<file path="src/rtl/apb_cmd_master.sv">
// Single-outstanding APB3 requester: valid/ready command in, one-cycle response out.
// Optional watchdog on ACCESS wait states is enabled by defining APB_TIMEOUT_EN.
module apb_cmd_master #(
    parameter int ADDR_WIDTH     = 4,
    parameter int DATA_WIDTH     = 32,
    parameter int TIMEOUT_CYCLES = 16
) (
    input  logic                  PCLK,
    input  logic                  PRESETn,
    input  logic                  cmd_valid,
    output logic                  cmd_ready,
    input  logic                  cmd_write,
    input  logic [ADDR_WIDTH-1:0] cmd_addr,
    input  logic [DATA_WIDTH-1:0] cmd_wdata,
    output logic                  rsp_valid,
    output logic [DATA_WIDTH-1:0] rsp_rdata,
    output logic                  rsp_err,
    output logic                  rsp_timeout,
    output logic                  PSEL,
    output logic                  PENABLE,
    output logic                  PWRITE,
    output logic [ADDR_WIDTH-1:0] PADDR,
    output logic [DATA_WIDTH-1:0] PWDATA,
    input  logic [DATA_WIDTH-1:0] PRDATA,
    input  logic                  PREADY,
    input  logic                  PSLVERR
);

    typedef enum logic [1:0] {
        ST_IDLE   = 2'd0,
        ST_SETUP  = 2'd1,
        ST_ACCESS = 2'd2
    } state_e;

    state_e                  state_q,     state_d;
    logic                    cmd_ready_q, cmd_ready_d;
    logic                    psel_q,      psel_d;
    logic                    penable_q,   penable_d;
    logic                    pwrite_q,    pwrite_d;
    logic [ADDR_WIDTH-1:0]   paddr_q,     paddr_d;
    logic [DATA_WIDTH-1:0]   pwdata_q,    pwdata_d;
    logic                    rsp_valid_q, rsp_valid_d;
    logic [DATA_WIDTH-1:0]   rsp_rdata_q, rsp_rdata_d;
    logic                    rsp_err_q,   rsp_err_d;

`ifdef APB_TIMEOUT_EN
    localparam int CNT_W = ($clog2(TIMEOUT_CYCLES + 1) > 8) ? $clog2(TIMEOUT_CYCLES + 1) : 8;

    logic [CNT_W-1:0]        wait_cnt_q,  wait_cnt_d;
    logic                    rsp_tmo_q,   rsp_tmo_d;
`endif

    always_comb begin
        // NOTE: every _d starts from a default so no path through the case leaves it unassigned (no latches).
        state_d     = state_q;
        pwrite_d    = pwrite_q;
        paddr_d     = paddr_q;
        pwdata_d    = pwdata_q;
        rsp_valid_d = 1'b0;
        rsp_rdata_d = rsp_rdata_q;
        rsp_err_d   = rsp_err_q;
`ifdef APB_TIMEOUT_EN
        wait_cnt_d  = wait_cnt_q;
        rsp_tmo_d   = rsp_tmo_q;
`endif

        unique case (state_q)
            ST_IDLE: begin
                // cmd_ready_q is low for the first cycle out of reset, so gate on it.
                if (cmd_valid && cmd_ready_q) begin
                    pwrite_d = cmd_write;
                    paddr_d  = cmd_addr;
                    pwdata_d = cmd_write ? cmd_wdata : '0;
                    state_d  = ST_SETUP;
                end
            end

            ST_SETUP: begin
                state_d = ST_ACCESS;
`ifdef APB_TIMEOUT_EN
                wait_cnt_d = '0;
`endif
            end

            ST_ACCESS: begin
                if (PREADY) begin
                    state_d     = ST_IDLE;
                    rsp_valid_d = 1'b1;
                    rsp_rdata_d = pwrite_q ? '0 : PRDATA;
                    rsp_err_d   = PSLVERR;
`ifdef APB_TIMEOUT_EN
                    rsp_tmo_d   = 1'b0;
`endif
                end
`ifdef APB_TIMEOUT_EN
                else if (wait_cnt_q == CNT_W'(TIMEOUT_CYCLES - 1)) begin
                    // This is the TIMEOUT_CYCLES-th wait state: give up on the slave.
                    state_d     = ST_IDLE;
                    rsp_valid_d = 1'b1;
                    rsp_rdata_d = '0;
                    rsp_err_d   = 1'b1;
                    rsp_tmo_d   = 1'b1;
                end else begin
                    wait_cnt_d = wait_cnt_q + CNT_W'(1);
                end
`endif
            end

            default: begin
                state_d = ST_IDLE;
            end
        endcase

        // Bus and handshake outputs are decoded from the next state and registered.
        psel_d      = (state_d != ST_IDLE);
        penable_d   = (state_d == ST_ACCESS);
        cmd_ready_d = (state_d == ST_IDLE);
    end

    always_ff @(posedge PCLK or negedge PRESETn) begin
        if (!PRESETn) begin
            state_q     <= ST_IDLE;
            cmd_ready_q <= 1'b0;
            psel_q      <= 1'b0;
            penable_q   <= 1'b0;
            pwrite_q    <= 1'b0;
            paddr_q     <= '0;
            pwdata_q    <= '0;
            rsp_valid_q <= 1'b0;
            rsp_rdata_q <= '0;
            rsp_err_q   <= 1'b0;
`ifdef APB_TIMEOUT_EN
            wait_cnt_q  <= '0;
            rsp_tmo_q   <= 1'b0;
`endif
        end else begin
            // NOTE: non-blocking assignments so every flop samples pre-edge values regardless of statement order.
            state_q     <= state_d;
            cmd_ready_q <= cmd_ready_d;
            psel_q      <= psel_d;
            penable_q   <= penable_d;
            pwrite_q    <= pwrite_d;
            paddr_q     <= paddr_d;
            pwdata_q    <= pwdata_d;
            rsp_valid_q <= rsp_valid_d;
            rsp_rdata_q <= rsp_rdata_d;
            rsp_err_q   <= rsp_err_d;
`ifdef APB_TIMEOUT_EN
            wait_cnt_q  <= wait_cnt_d;
            rsp_tmo_q   <= rsp_tmo_d;
`endif
        end
    end

    assign cmd_ready = cmd_ready_q;
    assign PSEL      = psel_q;
    assign PENABLE   = penable_q;
    assign PWRITE    = pwrite_q;
    assign PADDR     = paddr_q;
    assign PWDATA    = pwdata_q;
    assign rsp_valid = rsp_valid_q;
    assign rsp_rdata = rsp_rdata_q;
    assign rsp_err   = rsp_err_q;

`ifdef APB_TIMEOUT_EN
    assign rsp_timeout = rsp_tmo_q;
`else
    assign rsp_timeout = 1'b0;
`endif

endmodule

</file>
<file path="config.mk">
export PLATFORM = sky130hd
export DESIGN_NAME = apb_cmd_master
export DESIGN_NICKNAME = d
export VERILOG_FILES = /design/src/rtl/apb_cmd_master.sv
export SDC_FILE = /design/constraint.sdc
export NUM_CORES = 1
export LEC_CHECK = 0
export ABC_AREA = 1
export ABC_CLOCK_PERIOD_IN_PS = 1400
export BUFFER_PORTS_ARGS = -buffer_cell sky130_fd_sc_hd__buf_2
export CELL_PAD_IN_SITES_DETAIL_PLACEMENT = 0
export CELL_PAD_IN_SITES_GLOBAL_PLACEMENT = 1
export CORE_ASPECT_RATIO = 0.9
export CORE_MARGIN = 3
export CORE_UTILIZATION = 33
export DETAILED_ROUTE_END_ITERATION = 7
export PLACE_DENSITY = 0.83
export SETUP_SLACK_MARGIN = 0.1
export SLEW_MARGIN = 0
export SYNTH_ARGS = -nofsm -noshare
export SYNTH_HDL_FRONTEND = slang
export SYNTH_SLANG_ARGS = --single-unit
</file>
<file path="constraint.sdc">
create_clock -name PCLK -period 1.4 [get_ports PCLK]
set_input_delay 0.07 -clock PCLK [delete_from_list [all_inputs] [get_ports PCLK]]
set_output_delay 0.07 -clock PCLK [all_outputs]
set_load 0.05 [all_outputs]
</file>
==> impl_metrics.sql <==
INSERT INTO impl_metrics (metric_group, metric, value, unit) VALUES
('timing', 'final_critical_path_share_of_the_clock_period', '86.24', '%'),
('worst_setup_path', 'critical_path.startpoint', 'PWRITE$_DFFE_PN0P_', ''),
('floorplanning', 'initial_utilization', '34.24', '%'),
('floorplanning', 'dieWidth', '115.2', 'um'),
('synthesis', 'mappedNetlistArea', '3538', 'um^2'),
('timing', 'setup_ws', '0.1927', 'ns'),
('layout', 'num-fill-cells', '1047', ''),
('run_status', 'status', 'finished, final reports clean', ''),
('timing', 'hold_viol_final', '0', ''),
('place', 'buffer_ports.inserted', '147', ''),
('place', 'detailedPlacementHpwl', '6354', 'um'),
('layout', 'multiInputGateArea', '1187', 'um^2'),
('timing', 'finClkSkew', '0.005336', 'ns'),
('grt', 'largest_net_degree_at_the_start_of_global_routing', '74', ''),
('layout', 'mostFrequentLayoutCells', 'nand2_1, buf_2, dfrtp_1', ''),
('timing', 'whs', '0.02715', 'ns'),
('routing', 'route.detailed.vias_per_inst', '4.467', ''),
('synthesis', 'synth.net_count', '538', ''),
('timing', 'rsz0062_at_grt', 'no', ''),
('min_path', 'holdPathStages', '3', ''),
('power', 'powerDensity', '2826', 'nW/um^2'),
('worst_setup_path', 'r2r-end', 'PWDATA[16]$_DFFE_PN0P_', ''),
('synthesis', 'synth-seq-cells', '76', ''),
('grt', 'grt.overflow.total', '0', ''),
('worst_setup_path', 'regToRegStartpoint', 'state_q[0]$_DFF_PN0_', ''),
('place', 'placer_s_final_routability_congestion_estimate', '0.7736', ''),
('layout', 'n_antenna_cell', '0', ''),
('worst_setup_path', 'worstPathArrival', '1.14', 'ns'),
('clocking', 'htreeDepth', '3', ''),
('clocking', 'cts.sinks', '76', ''),
('min_path', 'worst_hold_path_type', 'input port to register', ''),
('synthesis', 'cells_taking_the_most_area_after_synthesis', 'dfrtp_1, nand2_1, nand3_1', ''),
('worst_setup_path', 'timing.reg2reg.setup_slack', '0.26', 'ns'),
('clocking', 'clk_latency', '0.33', 'ns'),
('clocking', 'cts_tree', 'yes', ''),
('routing', 'detailedRoute.firstIterationViolations', '349', ''),
('timing', 'finalCriticalPeriod', '1.207', 'ns'),
('clocking', 'cts_max_path_buffers', '2', ''),
('power', 'power.total', '13430', 'uW'),
('synthesis', 'synth_largest_type_area_fraction', '53.75', '%'),
('power', 'ir_drop', '1260', 'uV'),
('grt', 'grt_pass1_wl', '15390', 'um'),
('synthesis', 'ys_warn_count', '0', ''),
('floorplanning', 'die_area', '12000', 'um^2'),
('timing', 'worst-slew-pin-transition', '0.5641', 'ns'),
('routing', 'detail_route.first_pass.iterations', '6', ''),
('worst_setup_path', 'start_kind', 'register', ''),
('routing', 'ant_nets', '0', ''),
('worst_setup_path', 'reg2reg_path_depth', '5', ''),
('run', 'max_cap_viol_count', '0', ''),
('place', 'dpl_worst_slack', '0.2708', 'ns'),
('timing', 'slew-limit-headroom', '62.39', '%'),
('layout', 'layout-drive-gt1-share', '28.99', '%'),
('timing', 'timing.final.max_slew_violations', '0', ''),
('timing', 'setup-violations-final', '0', ''),
('layout', 'register_area', '1904', 'um^2'),
('layout', 'layout.nets', '683', ''),
('min_path', 'hold_end', 'state_q[0]$_DFF_PN0_', ''),
('worst_setup_path', 'worst_path_largest_cell_delay', '0.38', 'ns'),
('floorplanning', 'area_of_the_core_region', '10330', 'um^2'),
('floorplanning', 'die_h', '104.2', 'um'),
('min_path', 'hold_start', 'cmd_valid', ''),
('clocking', 'root_buffer', 'clkbuf_16', ''),
('timing', 'total_negative_setup_slacks', '0', 'ns'),
('grt', 'grt_antenna_before_repair', '1', ''),
('worst_setup_path', 'setup.worst_path.end_class', 'output port', ''),
('worst_setup_path', 'worst-path-max-fanout', '33', ''),
('grt', 'grt_pass1_vias', '3185', ''),
('routing', 'drt-total-wl', '9300', 'um'),
('clocking', 'clk_pin_slew', '0.06', 'ns'),
('routing', 'detailroute.via_count', '3319', '');
where the power goes:
part           total (uW)  switching (uW)  internal (uW)  leakage (uW)
clock network        2340             859           1480      0.000147
registers            3860             602           3260      0.000979
logic                7240            5640           1600       0.00195
flip-flops by register name, summed over array words and instances (netlist names):
register,count
PWDATA,32
PWRITE,1
cmd_ready,1
rsp_rdata,32
PSEL,1
PENABLE,1
rsp_err,1
PADDR,4
rsp_valid,1
state_q,2
layout make-up:
class / count / area share, %
tap: 129 / 3.397
multi-input combinational: 288 / 24.99
sequential: 76 / 40.07
inverter: 69 / 5.450
timing repair buffer: 165 / 19.80
clock buffer: 14 / 5.556
clock inverter: 2 / 0.7372
timing repair:
action                                  4_1_cts  5_1_grt
hold buffers                                  6        0
endpoints found under the setup margin        0        1
endpoints found under the hold margin        81        0
resized for setup                             0        2
synthesized netlist by cell type:
cell	count
inv_2	1
clkbuf_1	6
dfrtp_1	76
buf_4	2
buf_6	6
nand2_1	178
nand3_1	72
nor2_1	34
nand3_2	1
inv_1	68
nor2_2	1
nor2_4	1
buf_2	17
conb_1	1
metal layers:
metal	GRT usage [%]	vias to the layer above	wire, um
met5	0	-	13
met4	4.023	2	91
met3	5.410	11	925
met2	23.64	131	3990
met1	21.88	1509	4279
li1	-	1666	-
logic make-up (layout without fill, tap and decap cells):
| group | Yosys count | after routing | synth area share [%] |
|---|---|---|---|
| AND/OR/NAND/NOR | 287 | 287 | 33.45 |
| buffers and inverters | 100 | 250 | 12.69 |
| flip-flops | 76 | 76 | 53.75 |
| other | 1 | 1 | 0.1060 |
stage by stage:
| step | instance area (um^2) | util [%] | instances |
|---|---|---|---|
| final | 4752 | 45.98 | 743 |
| after global routing | 4752 | 45.98 | 743 |
| after CTS | 4750 | 45.96 | 743 |
| after detailed placement | 4390 | 42.48 | 721 |
| after global placement | 4390 | 42.48 | 721 |
| after floorplan | 3541 | - | 464 |
worst max-delay path: cells and delay by family (launching register included):
family,cells,cell delay (ns)
DFF,1,0.38
buffers and inverters,2,0.41
worst max path at each step:
| stage | to | slack (ns) | depth (start not counted) |
|---|---|---|---|
| after floorplan | rsp_rdata[10]$_DFFE_PN0P_ | 0.12 | 5 |
| after global placement | PADDR[2]$_DFFE_PN0P_ | 0.30 | 5 |
| after detailed placement | PADDR[2]$_DFFE_PN0P_ | 0.27 | 5 |
| after CTS | PWRITE | 0.11 | 2 |
| after global routing | PWRITE | 0.13 | 2 |
| final | PWRITE | 0.19 | 2 |
Power figures use the tool's default switching activity.
